### src/rtl/mdu_pkg.sv
// mdu_pkg: MDU funct3 codes, completion-queue entry type and architectural result select
package mdu_pkg;

    localparam int XLEN = 32;

    localparam logic [2:0] F3_MUL    = 3'b000;
    localparam logic [2:0] F3_MULH   = 3'b001;
    localparam logic [2:0] F3_MULHSU = 3'b010;
    localparam logic [2:0] F3_MULHU  = 3'b011;
    localparam logic [2:0] F3_DIV    = 3'b100;
    localparam logic [2:0] F3_DIVU   = 3'b101;
    localparam logic [2:0] F3_REM    = 3'b110;
    localparam logic [2:0] F3_REMU   = 3'b111;

    typedef struct packed {
        logic [4:0]      rd;
        logic [XLEN-1:0] data;
    } mdu_entry_t;

    // funct3[2] splits MUL from DIV; funct3[1] then picks remainder over quotient
    function automatic logic [XLEN-1:0] mdu_select(
        input logic [2:0]      funct3,
        input logic [63:0]     product,
        input logic [XLEN-1:0] quot,
        input logic [XLEN-1:0] rem
    );
        return funct3[2] ? (funct3[1] ? rem : quot)
                         : (funct3 == F3_MUL ? product[31:0] : product[63:32]);
    endfunction

endpackage

### src/rtl/mdu_cq.sv
// mdu_cq: in-order completion FIFO, two writes and one read per cycle, with occupancy
module mdu_cq
    import mdu_pkg::*;
#(
    parameter int DEPTH = 4
) (
    input  logic                   clk,
    input  logic                   rst,
    input  logic                   we0,
    input  mdu_entry_t             wd0,
    input  logic                   we1,
    input  mdu_entry_t             wd1,
    input  logic                   re,
    output mdu_entry_t             head,
    output logic                   empty,
    output logic [$clog2(DEPTH):0] count
);

    localparam int AW = $clog2(DEPTH);

    mdu_entry_t  mem [DEPTH];
    logic [AW:0] wptr, rptr, wnext;

    // extra pointer MSB tells full from empty when the index bits match
    assign wnext = wptr + (AW+1)'(1);
    assign head  = mem[rptr[AW-1:0]];
    assign empty = wptr == rptr;
    assign count = wptr - rptr;

    always_ff @(posedge clk) begin
        if (we0) mem[wptr[AW-1:0]] <= wd0;
        if (we1) mem[wnext[AW-1:0]] <= wd1;
    end

    always_ff @(posedge clk) begin
        if (rst) begin
            wptr <= '0;
            rptr <= '0;
        end else begin
            wptr <= wptr + (AW+1)'(we0) + (AW+1)'(we1);
            rptr <= rptr + (AW+1)'(re);
        end
    end

endmodule

### src/rtl/mdu_wb_arbiter.sv
// mdu_wb_arbiter: merges MUL/DIV completions with pipeline writeback onto the single RF write port
module mdu_wb_arbiter
    import mdu_pkg::*;
#(
    parameter int DEPTH        = 4,
    parameter int STARVE_LIMIT = 8,
    parameter int DATA_WIDTH   = 32
) (
    input  logic                  clk,
    input  logic                  rst,
    input  logic                  mul_done_valid,
    input  logic [2:0]            mul_done_funct3,
    input  logic [4:0]            mul_done_rd,
    input  logic [63:0]           mul_product,
    input  logic                  div_done_valid,
    input  logic [2:0]            div_done_funct3,
    input  logic [4:0]            div_done_rd,
    input  logic [31:0]           div_quot,
    input  logic [31:0]           div_rem,
    input  logic                  pipe_wb_en,
    input  logic [4:0]            pipe_wb_rd,
    input  logic [DATA_WIDTH-1:0] pipe_wb_data,
    output logic                  rf_we,
    output logic [4:0]            rf_waddr,
    output logic [DATA_WIDTH-1:0] rf_wdata,
    output logic                  busy_clr_valid,
    output logic [4:0]            busy_clr_rd,
    output logic                  mdu_stall,
    output logic                  pipe_hold,
    output logic                  err_overflow
);

    localparam int CW = $clog2(DEPTH) + 1;
    localparam int SW = $clog2(STARVE_LIMIT + 1);

    mdu_entry_t    mul_e, div_e, head, wd0;
    logic [CW-1:0] count;
    logic [CW:0]   free, occ_next;
    logic [SW-1:0] starve;
    logic          empty, mv, dv, byp_ok, byp_m, byp_d, cand_m, cand_d;
    logic          keep_m, keep_d, deq, drop, we0, we1;

    assign mv    = mul_done_valid && mul_done_rd != 5'd0;
    assign dv    = div_done_valid && div_done_rd != 5'd0;
    assign mul_e = '{rd: mul_done_rd, data: mdu_select(mul_done_funct3, mul_product, div_quot, div_rem)};
    assign div_e = '{rd: div_done_rd, data: mdu_select(div_done_funct3, mul_product, div_quot, div_rem)};

    mdu_cq #(.DEPTH(DEPTH)) u_cq (
        .clk   (clk),
        .rst   (rst),
        .we0   (we0),
        .wd0   (wd0),
        .we1   (we1),
        .wd1   (div_e),
        .re    (deq),
        .head  (head),
        .empty (empty),
        .count (count)
    );

    // MDU-sourced writes are masked during reset so flushed entries never clear the scoreboard
    always_comb begin
        byp_ok         = !rst && !pipe_wb_en && empty;
        byp_m          = byp_ok && mv;
        byp_d          = byp_ok && !mv && dv;
        deq            = !rst && !pipe_wb_en && !empty;
        cand_m         = mv && !byp_m;
        cand_d         = dv && !byp_d;
        free           = (CW+1)'(DEPTH) - {1'b0, count} + (CW+1)'(deq);
        keep_m         = cand_m && free != '0;
        keep_d         = cand_d && free > (CW+1)'(keep_m);
        drop           = (cand_m && !keep_m) || (cand_d && !keep_d);
        we0            = keep_m || keep_d;
        we1            = keep_m && keep_d;
        wd0            = keep_m ? mul_e : div_e;
        occ_next       = {1'b0, count} + (CW+1)'(we0) + (CW+1)'(we1) - (CW+1)'(deq);
        rf_we          = pipe_wb_en || deq || byp_m || byp_d;
        busy_clr_valid = deq || byp_m || byp_d;
        busy_clr_rd    = deq ? head.rd : byp_m ? mul_e.rd : byp_d ? div_e.rd : 5'd0;
        rf_waddr       = pipe_wb_en ? pipe_wb_rd : busy_clr_rd;
        rf_wdata       = pipe_wb_en ? pipe_wb_data
                       : deq ? head.data : byp_m ? mul_e.data : byp_d ? div_e.data : '0;
    end

    always_ff @(posedge clk) begin
        if (rst) begin
            mdu_stall    <= 1'b0;
            pipe_hold    <= 1'b0;
            err_overflow <= 1'b0;
            starve       <= '0;
        end else begin
            mdu_stall    <= occ_next >= (CW+1)'(DEPTH - 1);
            err_overflow <= err_overflow || drop;
            pipe_hold    <= 1'b0;
            if (empty || deq) begin
                starve <= '0;
            end else if (pipe_wb_en) begin
                if (starve == SW'(STARVE_LIMIT - 1)) begin
                    starve    <= '0;
                    pipe_hold <= 1'b1;
                end else begin
                    starve <= starve + SW'(1);
                end
            end
        end
    end

endmodule

### config.mk
export PLATFORM = sky130hd
export DESIGN_NAME = mdu_wb_arbiter
export DESIGN_NICKNAME = d
export VERILOG_FILES = /design/src/rtl/mdu_pkg.sv /design/src/rtl/mdu_cq.sv /design/src/rtl/mdu_wb_arbiter.sv
export SDC_FILE = /design/constraint.sdc
export NUM_CORES = 1
export LEC_CHECK = 0
export ABC_CLOCK_PERIOD_IN_PS = 6970
export CORE_AREA = 2 2 261 134
export CTS_CLUSTER_DIAMETER = 80
export DETAILED_ROUTE_END_ITERATION = 10
export DIE_AREA = 0 0 263 136
export SYNTH_ARGS = -nofsm -noshare
export SYNTH_HDL_FRONTEND = slang
export SYNTH_SLANG_ARGS = --single-unit
### constraint.sdc
create_clock -name clk -period 6.97 [get_ports clk]
set_input_delay 1.394 -clock clk [delete_from_list [all_inputs] [get_ports clk]]
set_output_delay 1.394 -clock clk [all_outputs]
set_load 0.05 [all_outputs]
==> impl_results.md, run 1 <==
* Status: completed
* Vias in the first global route at 8679
* Post-synth EDFFs at 148
* Fill cells at 3135
* Worst hold path type: flop to flop
* Achievable Freq at 158 MHz
* Core Area at 33800 um^2
* Drt pass-1 iters at 5
* Site Rows at 48
* Relative slew slack at 0.398
* WL final at approximately 37000 um
* Flop pwr share at 0.323
* Worst-path clk slew at 0.06 ns
* RSZ-0062 raised after global routing: false
* Fin. max-slew vios at 0
* Largest net degree at the start of global routing at 43
* PortBufs at 232
* Share of post-route cells with drive strength above 1 at 0.194
* Final Hold Fails at 0
* Metal2 WL at between 15000 and 20000 um
* Post-CTS Setup Repair Bufs at 0
* Global-route wire length before repair at 55100 um
* CTS Hold Buffers Added at 0
* Clk_skew at 0.00722 ns
* Overflow after GRT at 0
* Root Buffer: clkbuf_16
* Via density at roughly 5.5
* Syn. warnings at 0
* Post-synthesis register bit count at 161
* Synthesized instance count at 863
* DR WL met3 at 2060 um
* Reg2Reg Depth at 21
* CTS Buffer Depth at 2
* H-tree Lvls at 4
* DRC viols at 0
* Pre-CTS setup slack at 0.690 ns
* Switch share at 0.392
* CP Capture Type: primary output
* Routed wire per std cell at approximately 24 um
* Max-cap violations at 0
* Critical path startpoint: div_done_rd[0]
* Most frequent cells in the layout: clkdlybuf4s50_1 (227), mux2i_1 (192), edfxtp_1 (148), mux2_2 (84), nand2_1 (74)
* Leak at just over 5 nW
* RePlAce Congestion at 0.781
* CTS Sinks at 161
* CP Class: primary input to primary output
* Type of origin of the critical path: primary input
* Syn_area_per_cell at 12.7 um^2
* Post-route core utilization at 0.423
* Die X at between 200 and 300 um
* Worst setup path end: rf_we
* Power share of the clock group at 0.168
* Num CTS Buffers at 17
* All-Layer GR Usage at 0.208
* Wire length on met1 at 18000 um
* Req. time, crit path at 5.58 ns
* Cell Int Power at approximately 3.2 mW
* Syn_nets at 1065
* CP arrival at 4.93 ns
* Initial Utilization at 0.324
* Die extent in y at 136 um
* Worst-margin pin slew at 0.903 ns
* Final Worst Setup Slack at roughly 0.64 ns
* Reg2reg start: u_cq.wptr[0]$_SDFF_PP0_
* Half-perimeter wire length after placement at between 20000 and 25000 um
* P&R area growth vs syn at 30.9%
* Commonest non-fill, non-tap cell in the layout: clkdlybuf4s50_1
* Fin Hold WS at 0.460 ns
* Synth Flop Type: edfxtp_1
* Resized cells post-CTS at 0
* Internal reg-to-reg setup slack at 1.64 ns
* Switching power at between 2 and 2.5 mW
* Sum Neg Setup Slack at 0 ns
* Pwr/cell area at 366 nW/um^2
* Clk_lat worst skew at 0.44 ns
* Die area at 35800 um^2
* Synth cell types at 51
* Vias post-DR at 8454
* # diodes at 0
* Final setup viols at 0
* R2R Path End: mdu_stall$_SDFF_PP0_
* Power Total at 5.23 mW
* Final Cycle Share at 0.908
* Async SR Flop Fraction at 0
* Comb pwr share at 0.509
* Initial antenna violation count at 0
* IO Pins at 233
* Crit path max fanout at 33
* 1st-iter DRT viols at between 700 and 800
* Post-Syn Area at 10900 um^2
* Highest metal used: met4
* Period minus WS final at 6.33 ns
* Maximum VDD drop at 0.000297 V
* Register area share after synthesis at 0.431
* Number of nets with antenna violations after routing at 0
* Nets at 1285
* TritonCTS clock tree: built
-- area by class of cell --
cell class / instances / area, um^2 / share of cell area
clock buffers: 20 / 437 / 0.0306
clock inverters: 12 / 93.8 / 0.00657
inverters: 13 / 50.0 / 0.00350
multi-input cells: 619 / 5790 / 0.405
flip-flops and latches: 161 / 4710 / 0.330
well taps: 450 / 563 / 0.0394
repair buffers: 271 / 2650 / 0.186
-- per-stage QoR --
| stage | instances | instance area (um^2) |
|---|---|---|
| floorplan | 863 | 10900 |
| global placement | 1514 | 13800 |
| detailed placement | 1514 | 13800 |
| CTS | 1546 | 14300 |
| global route | 1546 | 14300 |
| finish | 1546 | 14300 |
-- how the worst min path moves through the flow --
stage | from | slack [ns] | depth (start not counted) | to
global placement | starve[0]$_SDFFE_PP0P_ | 0.45 | 1 | starve[0]$_SDFFE_PP0P_
floorplan | starve[0]$_SDFFE_PP0P_ | 0.43 | 1 | starve[0]$_SDFFE_PP0P_
finish | starve[0]$_SDFFE_PP0P_ | 0.46 | 1 | starve[0]$_SDFFE_PP0P_
global route | starve[0]$_SDFFE_PP0P_ | 0.49 | 1 | starve[0]$_SDFFE_PP0P_
detailed placement | starve[0]$_SDFFE_PP0P_ | 0.46 | 1 | starve[0]$_SDFFE_PP0P_
CTS | starve[0]$_SDFFE_PP0P_ | 0.46 | 1 | starve[0]$_SDFFE_PP0P_
-- power by group through the flow --
stage / registers (mW) / clock network [mW] / logic (mW)
final: 1.69 / 0.878 / 2.66
after CTS: 1.69 / 0.899 / 2.68
after floorplan: 1.70 / 0 / 1.88
after detailed placement: 1.70 / 0 / 2.67
after global placement: 1.70 / 0 / 2.64
after global routing: 1.72 / 0.941 / 2.83
-- cells in the mapped netlist, drive strengths merged (2+ instances only) --
cell type | n | area share
a211oi | 8 | 0.0073
a21o | 6 | 0.0041
a21oi | 5 | 0.0023
a221o | 5 | 0.0046
a22oi | 32 | 0.022
and3 | 6 | 0.0034
buf | 28 | 0.030
clkbuf | 42 | 0.014
dfxtp | 13 | 0.024
edfxtp | 148 | 0.41
fa | 4 | 0.0073
ha | 12 | 0.014
inv | 12 | 0.0041
mux2 | 84 | 0.087
mux2i | 192 | 0.18
mux4 | 37 | 0.076
nand2 | 75 | 0.026
nand3b | 2 | 0.0014
nor2 | 11 | 0.0038
nor2b | 4 | 0.0023
nor3 | 4 | 0.0018
nor3b | 2 | 0.0018
o21a | 2 | 0.0014
o21ai | 67 | 0.031
o221ai | 32 | 0.026
o22ai | 5 | 0.0034
or3 | 3 | 0.0017
or4 | 2 | 0.0014
xnor2 | 5 | 0.0047
xor2 | 3 | 0.0031
-- cells by family (layout without fill, tap and decap cells) --
kind of cell    after synthesis  after routing  share of synthesized area
mux                         313            313                      0.339
compound gates              166            166                      0.104
flops                       161            161                      0.431
simple gates                116            116                     0.0478
buf+inv                      83            316                     0.0494
fa+ha+maj                    16             16                     0.0211
xor+xnor                      8              8                    0.00779
-- routing by layer --
layer | up-vias | GRT usage
met1 | 4299 | 0.299
li1 | 3849 | -
met5 | - | 0
met4 | 0 | 0.0444
met2 | 274 | 0.321
met3 | 32 | 0.0438
-- worst max-delay path: stages --
cell	delay (ns)
clkdlybuf4s50_1	0.53
or4_1	0.54
o21ai_1	0.47
or3_2	0.82
nand3b_1	0.17
or2_2	0.31
clkdlybuf4s50_1	0.70
-- flip-flops by register name, summed over array words and instances (netlist names) --
register      cells
starve            4
u_cq.wptr         3
mdu_stall         1
u_cq.rptr         3
pipe_hold         1
u_cq.mem        148
err_overflow      1
No activity file was read; power rests on OpenSTA's default activity.
==> inputs of run 2 (changes only) <==
Settings changed: ABC_CLOCK_PERIOD_IN_PS 6970 to 7600.
Clock period 6.97 ns to 7.6 ns, I/O delays scaled along.
==> impl_results.md, run 2 (same netlist as run 1, synthesis figures left out) <==
* Relative slew slack at 0.312 (was 0.398)
* Worst hold path type: flop to flop (unchanged)
* Leak at 4.99 nW (was 5.03 nW)
* TritonCTS clock tree: built (unchanged)
* Worst-margin pin slew at 1.03 ns (was 0.903 ns)
* Pwr/cell area at 337 nW/um^2 (was 366 nW/um^2)
* Req. time, crit path at 6.08 ns (was 5.58 ns)
* Max-cap violations at 0 (unchanged)
* Cell Int Power at 2.91 mW (was 3.18 mW)
* Site Rows at 48 (unchanged)
* Crit path cell chain: clkdlybuf4s50_1 > or4_1 > o21ai_1 > or3_2 > nand3b_1 > or2_2 > clkdlybuf4s50_1 (unchanged)
* CP Class: primary input to primary output (unchanged)
* Nets at 1277 (was 1285)
* Comb pwr share at 0.506 (was 0.509)
* CP max stage cell: or3_2 (unchanged)
* Half-perimeter wire length after placement at 24400 um (was 24700 um)
* Post-CTS Setup Repair Bufs at 0 (unchanged)
* Initial Utilization at 0.324 (unchanged)
* CTS Sinks at 161 (unchanged)
* Final Hold Fails at 0 (unchanged)
* Most frequent cells in the layout: clkdlybuf4s50_1 (227), mux2i_1 (192), edfxtp_1 (148), mux2_2 (84), nand2_1 (74) (unchanged)
* CP arrival at 5.13 ns (was 4.93 ns)
* RSZ-0062 raised after global routing: false (unchanged)
* Share of post-route cells with drive strength above 1 at 0.190 (was 0.194)
* Drt pass-1 iters at 5 (unchanged)
* Worst-path clk slew at 0.07 ns (was 0.06 ns)
* Num CTS Buffers at 17 (unchanged)
* WL final at 36800 um (was 37100 um)
* Final setup viols at 0 (unchanged)
* Pre-CTS setup slack at 1.00 ns (was 0.690 ns)
* Vias post-DR at 8392 (was 8454)
* Root Buffer: clkbuf_16 (unchanged)
* 1st-iter DRT viols at 663 (was 706)
* Largest net degree at the start of global routing at 40 (was 43)
* Number of nets with antenna violations after routing at 0 (unchanged)
* Clk_lat worst skew at 0.44 ns (about the same)
* DRC viols at 0 (unchanged)
* Type of origin of the critical path: primary input (unchanged)
* Overflow after GRT at 0 (unchanged)
* Most used cell, CP: clkdlybuf4s50_1 (unchanged)
* All-Layer GR Usage at 0.205 (was 0.208)
* Final Cycle Share at 0.875
* Slowest cell delay on critical path at 0.86 ns (was 0.82 ns)
* Max FFs per register at 148 (unchanged)
* Final Worst Setup Slack at 0.948 ns (was 0.644 ns)
* Crit path max fanout at 33 (unchanged)
* Switch share at 0.394 (was 0.392)
* RePlAce Congestion at 0.796 (was 0.781)
* Clk_skew at 0.00915 ns (was 0.00722 ns)
* Initial antenna violation count at 4 (was 0)
* Switching power at 1.89 mW (was 2.05 mW)
* Period minus WS final at 6.65 ns
* Commonest non-fill, non-tap cell in the layout: clkdlybuf4s50_1 (unchanged)
* Power share of the clock group at 0.171 (was 0.168)
* Routed wire per std cell at 23.9 um (was 24.0 um)
* Fin. max-slew vios at 0 (unchanged)
* CP Capture Type: primary output (unchanged)
* Vias in the first global route at 8538 (was 8679)
* Flop pwr share at 0.323 (about the same)
* Maximum VDD drop at 0.000295 V (was 0.000297 V)
* Core Area at 33800 um^2 (unchanged)
* CTS Buffer Depth at 2 (unchanged)
* Global-route wire length before repair at 54300 um (was 55100 um)
* Fin Hold WS at 0.458 ns (was 0.460 ns)
* CTS Hold Buffers Added at 0 (unchanged)
* Status: completed (unchanged)
* P&R area growth vs syn at 30.3% (was 30.9%)
* Die X at 263 um (unchanged)
* Die extent in y at 136 um (unchanged)
* Sum Neg Setup Slack at 0 ns (unchanged)
* Achievable Freq at 150 MHz
* Die area at 35800 um^2 (unchanged)
* Resized cells post-CTS at 0 (unchanged)
* H-tree Lvls at 4 (unchanged)
* IO Pins at 233 (unchanged)
* Via density at 5.45 (was 5.47)
* PortBufs at 232 (unchanged)
==> run 2: path summary, 6_finish.rpt <==
path / cells after the start / from / to / slack (ns)
setup / recovery: 7 / div_done_rd[0] / rf_we / 0.95
hold / removal: 1 / starve[0]$_SDFFE_PP0P_ / starve[0]$_SDFFE_PP0P_ / 0.46
setup reg to reg: 20 / u_cq.wptr[0]$_SDFF_PP0_ / mdu_stall$_SDFF_PP0_ / 2.00
hold reg to reg: 1 / starve[0]$_SDFFE_PP0P_ / starve[0]$_SDFFE_PP0P_ / 0.46
==> run 2: cell type report <==
type | instances | area [um^2]
Timing Repair Buffer | 263 | 2570
Sequential cell | 161 | 4710
Inverter | 13 | 50.0
Tap cell | 450 | 563
Antenna cell | 3 | 7.51
Multi-Input combinational cell | 619 | 5790
Fill cell | 3176 | 19500
Clock buffer | 19 | 433
Clock inverter | 13 | 114
==> run 2: power by group through the flow <==
stage                     sequential, mW  clock (mW)  combinational, mW
after detailed placement            1.56           0               2.43
after global placement              1.56           0               2.41
after CTS                           1.55       0.837               2.44
final                               1.55       0.819               2.43
after global routing                1.58       0.871               2.59
after floorplan                     1.56           0               1.73
==> run 2: routing by layer <==
| metal | GRT usage | up-vias | part of all wire | wire length (um) |
|---|---|---|---|---|
| met2 | 0.320 | 253 | 0.45 | 16500 |
| li1 | - | 3839 | - | - |
| met3 | 0.0444 | 17 | 0.051 | 1890 |
| met5 | 0 | - | 0.00022 | 8 |
| met1 | 0.296 | 4281 | 0.49 | 18100 |
| met4 | 0.0362 | 2 | 0.0048 | 177 |
==> run 2: critical path, delay by kind of cell <==
kind / cells / cell delay, ns
AND/OR/NAND/NOR: 4 / 1.88
buffers and inverters: 2 / 1.22
AO/OA/AOI/OAI: 1 / 0.49
==> run 2: per-stage QoR <==
| stage | utilization | total power [mW] | std cells | area [um^2] |
|---|---|---|---|---|
| after global routing | 0.422 | 5.05 | 1540 | 14200 |
| after floorplan | - | 3.28 | 863 | 10900 |
| final | 0.422 | 4.80 | 1541 | 14200 |
| after global placement | 0.405 | 3.97 | 1506 | 13700 |
| after detailed placement | 0.405 | 3.99 | 1506 | 13700 |
| after CTS | 0.421 | 4.83 | 1538 | 14200 |
==> inputs of run 3 (changes only) <==
Settings changed: CORE_AREA 2 2 261 134 to 3 3 208 169, DIE_AREA 0 0 263 136 to 0 0 211 172.
==> impl_results.md, run 3 (same netlist as run 1, synthesis figures left out) <==
* Status: completed (unchanged)
* H-tree Lvls at 4 (unchanged)
* Drt pass-1 iters at 5 (unchanged)
* Root Buffer: clkbuf_16 (unchanged)
* Largest net degree at the start of global routing at 65 (was 40)
* Achievable Freq at 154 MHz (was 150 MHz)
* Most frequent cells in the layout: clkdlybuf4s50_1 (227), mux2i_1 (192), edfxtp_1 (148), mux2_2 (84), nand2_1 (74) (unchanged)
* CTS Sinks at 161 (unchanged)
* Crit path max fanout at 33 (unchanged)
* WL final at 34000 um (was 36800 um)
* Resized cells post-CTS at 0 (unchanged)
* Vias post-DR at 8200 (was 8392)
* Nets at 1278 (was 1277)
* RSZ-0062 raised after global routing: false (unchanged)
* Highest metal used: met5 (unchanged)
* DRC viols at 0 (unchanged)
* Number of nets with antenna violations after routing at 0 (unchanged)
* Req. time, crit path at 6.08 ns (about the same)
* Overflow after GRT at 0 (unchanged)
* Area of the multi-input gates at 5790 um^2 (unchanged)
* Share of post-route cells with drive strength above 1 at 0.192 (was 0.190)
* Maximum VDD drop at 0.000218 V (was 0.000295 V)
* Final setup viols at 0 (unchanged)
* Site Rows at 60 (was 48)
* Initial Utilization at 0.327 (was 0.324)
* Sum Neg Setup Slack at 0 ns (unchanged)
* Num CTS Buffers at 17 (unchanged)
* 1st-iter DRT viols at 574 (was 663)
* Core Area at 33400 um^2 (was 33800 um^2)
* Half-perimeter wire length after placement at 22600 um (was 24400 um)
* CP Class: primary input to primary output (unchanged)
* Register area at 4710 um^2 (unchanged)
* PortBufs at 232 (unchanged)
* Final Hold Fails at 0 (unchanged)
* Initial antenna violation count at 3 (was 4)
* Clk_lat worst skew at 0.42 ns (was 0.44 ns)
* Metal2 WL at 15700 um (was 16500 um)
* Pwr/cell area at 330 nW/um^2 (was 337 nW/um^2)
* Clk_skew at 0.0121 ns (was 0.00915 ns)
* CTS Hold Buffers Added at 0 (unchanged)
* P&R area growth vs syn at 29.9% (was 30.3%)
* Vias in the first global route at 8541 (was 8538)
* Leak at 4.98 nW (was 4.99 nW)
* RePlAce Congestion at 0.750 (was 0.796)
* Max-cap violations at 0 (unchanged)
* Fin. max-slew vios at 0 (unchanged)
* Die extent in y at 172 um (was 136 um)
* Power Total at 4.68 mW (was 4.80 mW)
* All-Layer GR Usage at 0.187 (was 0.205)
* Max FFs per register at 148 (unchanged)
* Placed cell area at 13700 um^2 (about the same)
* Relative slew slack at 0.351 (was 0.312)
* CP arrival at 4.99 ns (was 5.13 ns)
* Routed wire per std cell at 22.3 um (was 23.9 um)
* Worst-margin pin slew at 0.971 ns (was 1.03 ns)
* Fill cells at 3107 (was 3176)
* TritonCTS clock tree: built (unchanged)
* Worst hold path type: flop to flop (unchanged)
* CTS Buffer Depth at 2 (unchanged)
* Worst-path clk slew at 0.07 ns (about the same)
* Period minus WS final at 6.51 ns (was 6.65 ns)
* Die X at 211 um (was 263 um)
* Commonest non-fill, non-tap cell in the layout: clkdlybuf4s50_1 (unchanged)
* CP Capture Type: primary output (unchanged)
* Wire length on met1 at 15900 um (was 18100 um)
* Post-CTS Setup Repair Bufs at 0 (unchanged)
* DR WL met3 at 1870 um (was 1890 um)
* Type of origin of the critical path: primary input (unchanged)
* Die area at 36300 um^2 (was 35800 um^2)
* Design area at 14200 um^2 (about the same)
* Global-route wire length before repair at 51700 um (was 54300 um)
* Via density at 5.38 (was 5.45)
* Final Cycle Share at 0.857 (was 0.875)
* IO Pins at 233 (unchanged)
-- run 3: changes by cell type in the layout (fill, tap and decap cells not counted) --
cell        previous run  this run
buf_12                 3         2
buf_4                 28        30
bufinv_16              1         0
clkbuf_1               2         0
clkinv_1               2         3
clkinv_2               3         2
clkinv_4               4         5
clkinvlp_4             3         2
diode_2                3         1
inv_6                  1         4
-- run 3: metrics by stage --
step | utilization | instances | hold WS [ns] | setup slack [ns]
floorplan | - | 863 | 0.429 | 1.37
global placement | 0.409 | 1491 | 0.446 | 1.14
detailed placement | 0.409 | 1491 | 0.462 | 0.968
CTS | 0.425 | 1523 | 0.472 | 1.11
global route | 0.425 | 1524 | 0.500 | 0.891
finish | 0.425 | 1524 | 0.469 | 1.09
-- run 3: layer usage --
layer / GRT usage / up-vias
met2: 0.306 / 267
met3: 0.0392 / 28
li1: - / 3841
met4: 0.0431 / 4
met5: 0 / -
met1: 0.257 / 4060
-- run 3: final timing paths --
check | from | cells after the start | end | slack (ns)
max | div_done_rd[4] | 7 | rf_we | 1.09
min | starve[0]$_SDFFE_PP0P_ | 1 | starve[0]$_SDFFE_PP0P_ | 0.47
max reg2reg | u_cq.wptr[0]$_SDFF_PP0_ | 19 | mdu_stall$_SDFF_PP0_ | 1.88
min reg2reg | starve[0]$_SDFFE_PP0P_ | 1 | starve[0]$_SDFFE_PP0P_ | 0.47
-- run 3: layout make-up --
type / instances / area share
Multi-Input combinational cell: 619 / 0.408
Antenna cell: 1 / 0.000176
Tap cell: 434 / 0.0383
Sequential cell: 161 / 0.332
Clock buffer: 17 / 0.0300
Timing Repair Buffer: 264 / 0.181
Clock inverter: 15 / 0.00776
Inverter: 13 / 0.00353
-- run 3: worst max-delay path: stages --
cell and delay, ns:
clkdlybuf4s50_1 0.50, or4_1 0.55, o21ai_1 0.40, or3_2 0.82
nand3b_1 0.17, or2_2 0.32, clkdlybuf4s50_1 0.70
-- run 3: where the power goes --
part / switching [mW] / internal [mW] / leakage [nW]
combinational: 1.38 / 0.978 / 3.26
clock: 0.367 / 0.420 / 0.257
sequential: 0.0804 / 1.46 / 1.47
total: 1.83 / 2.85 / 4.98
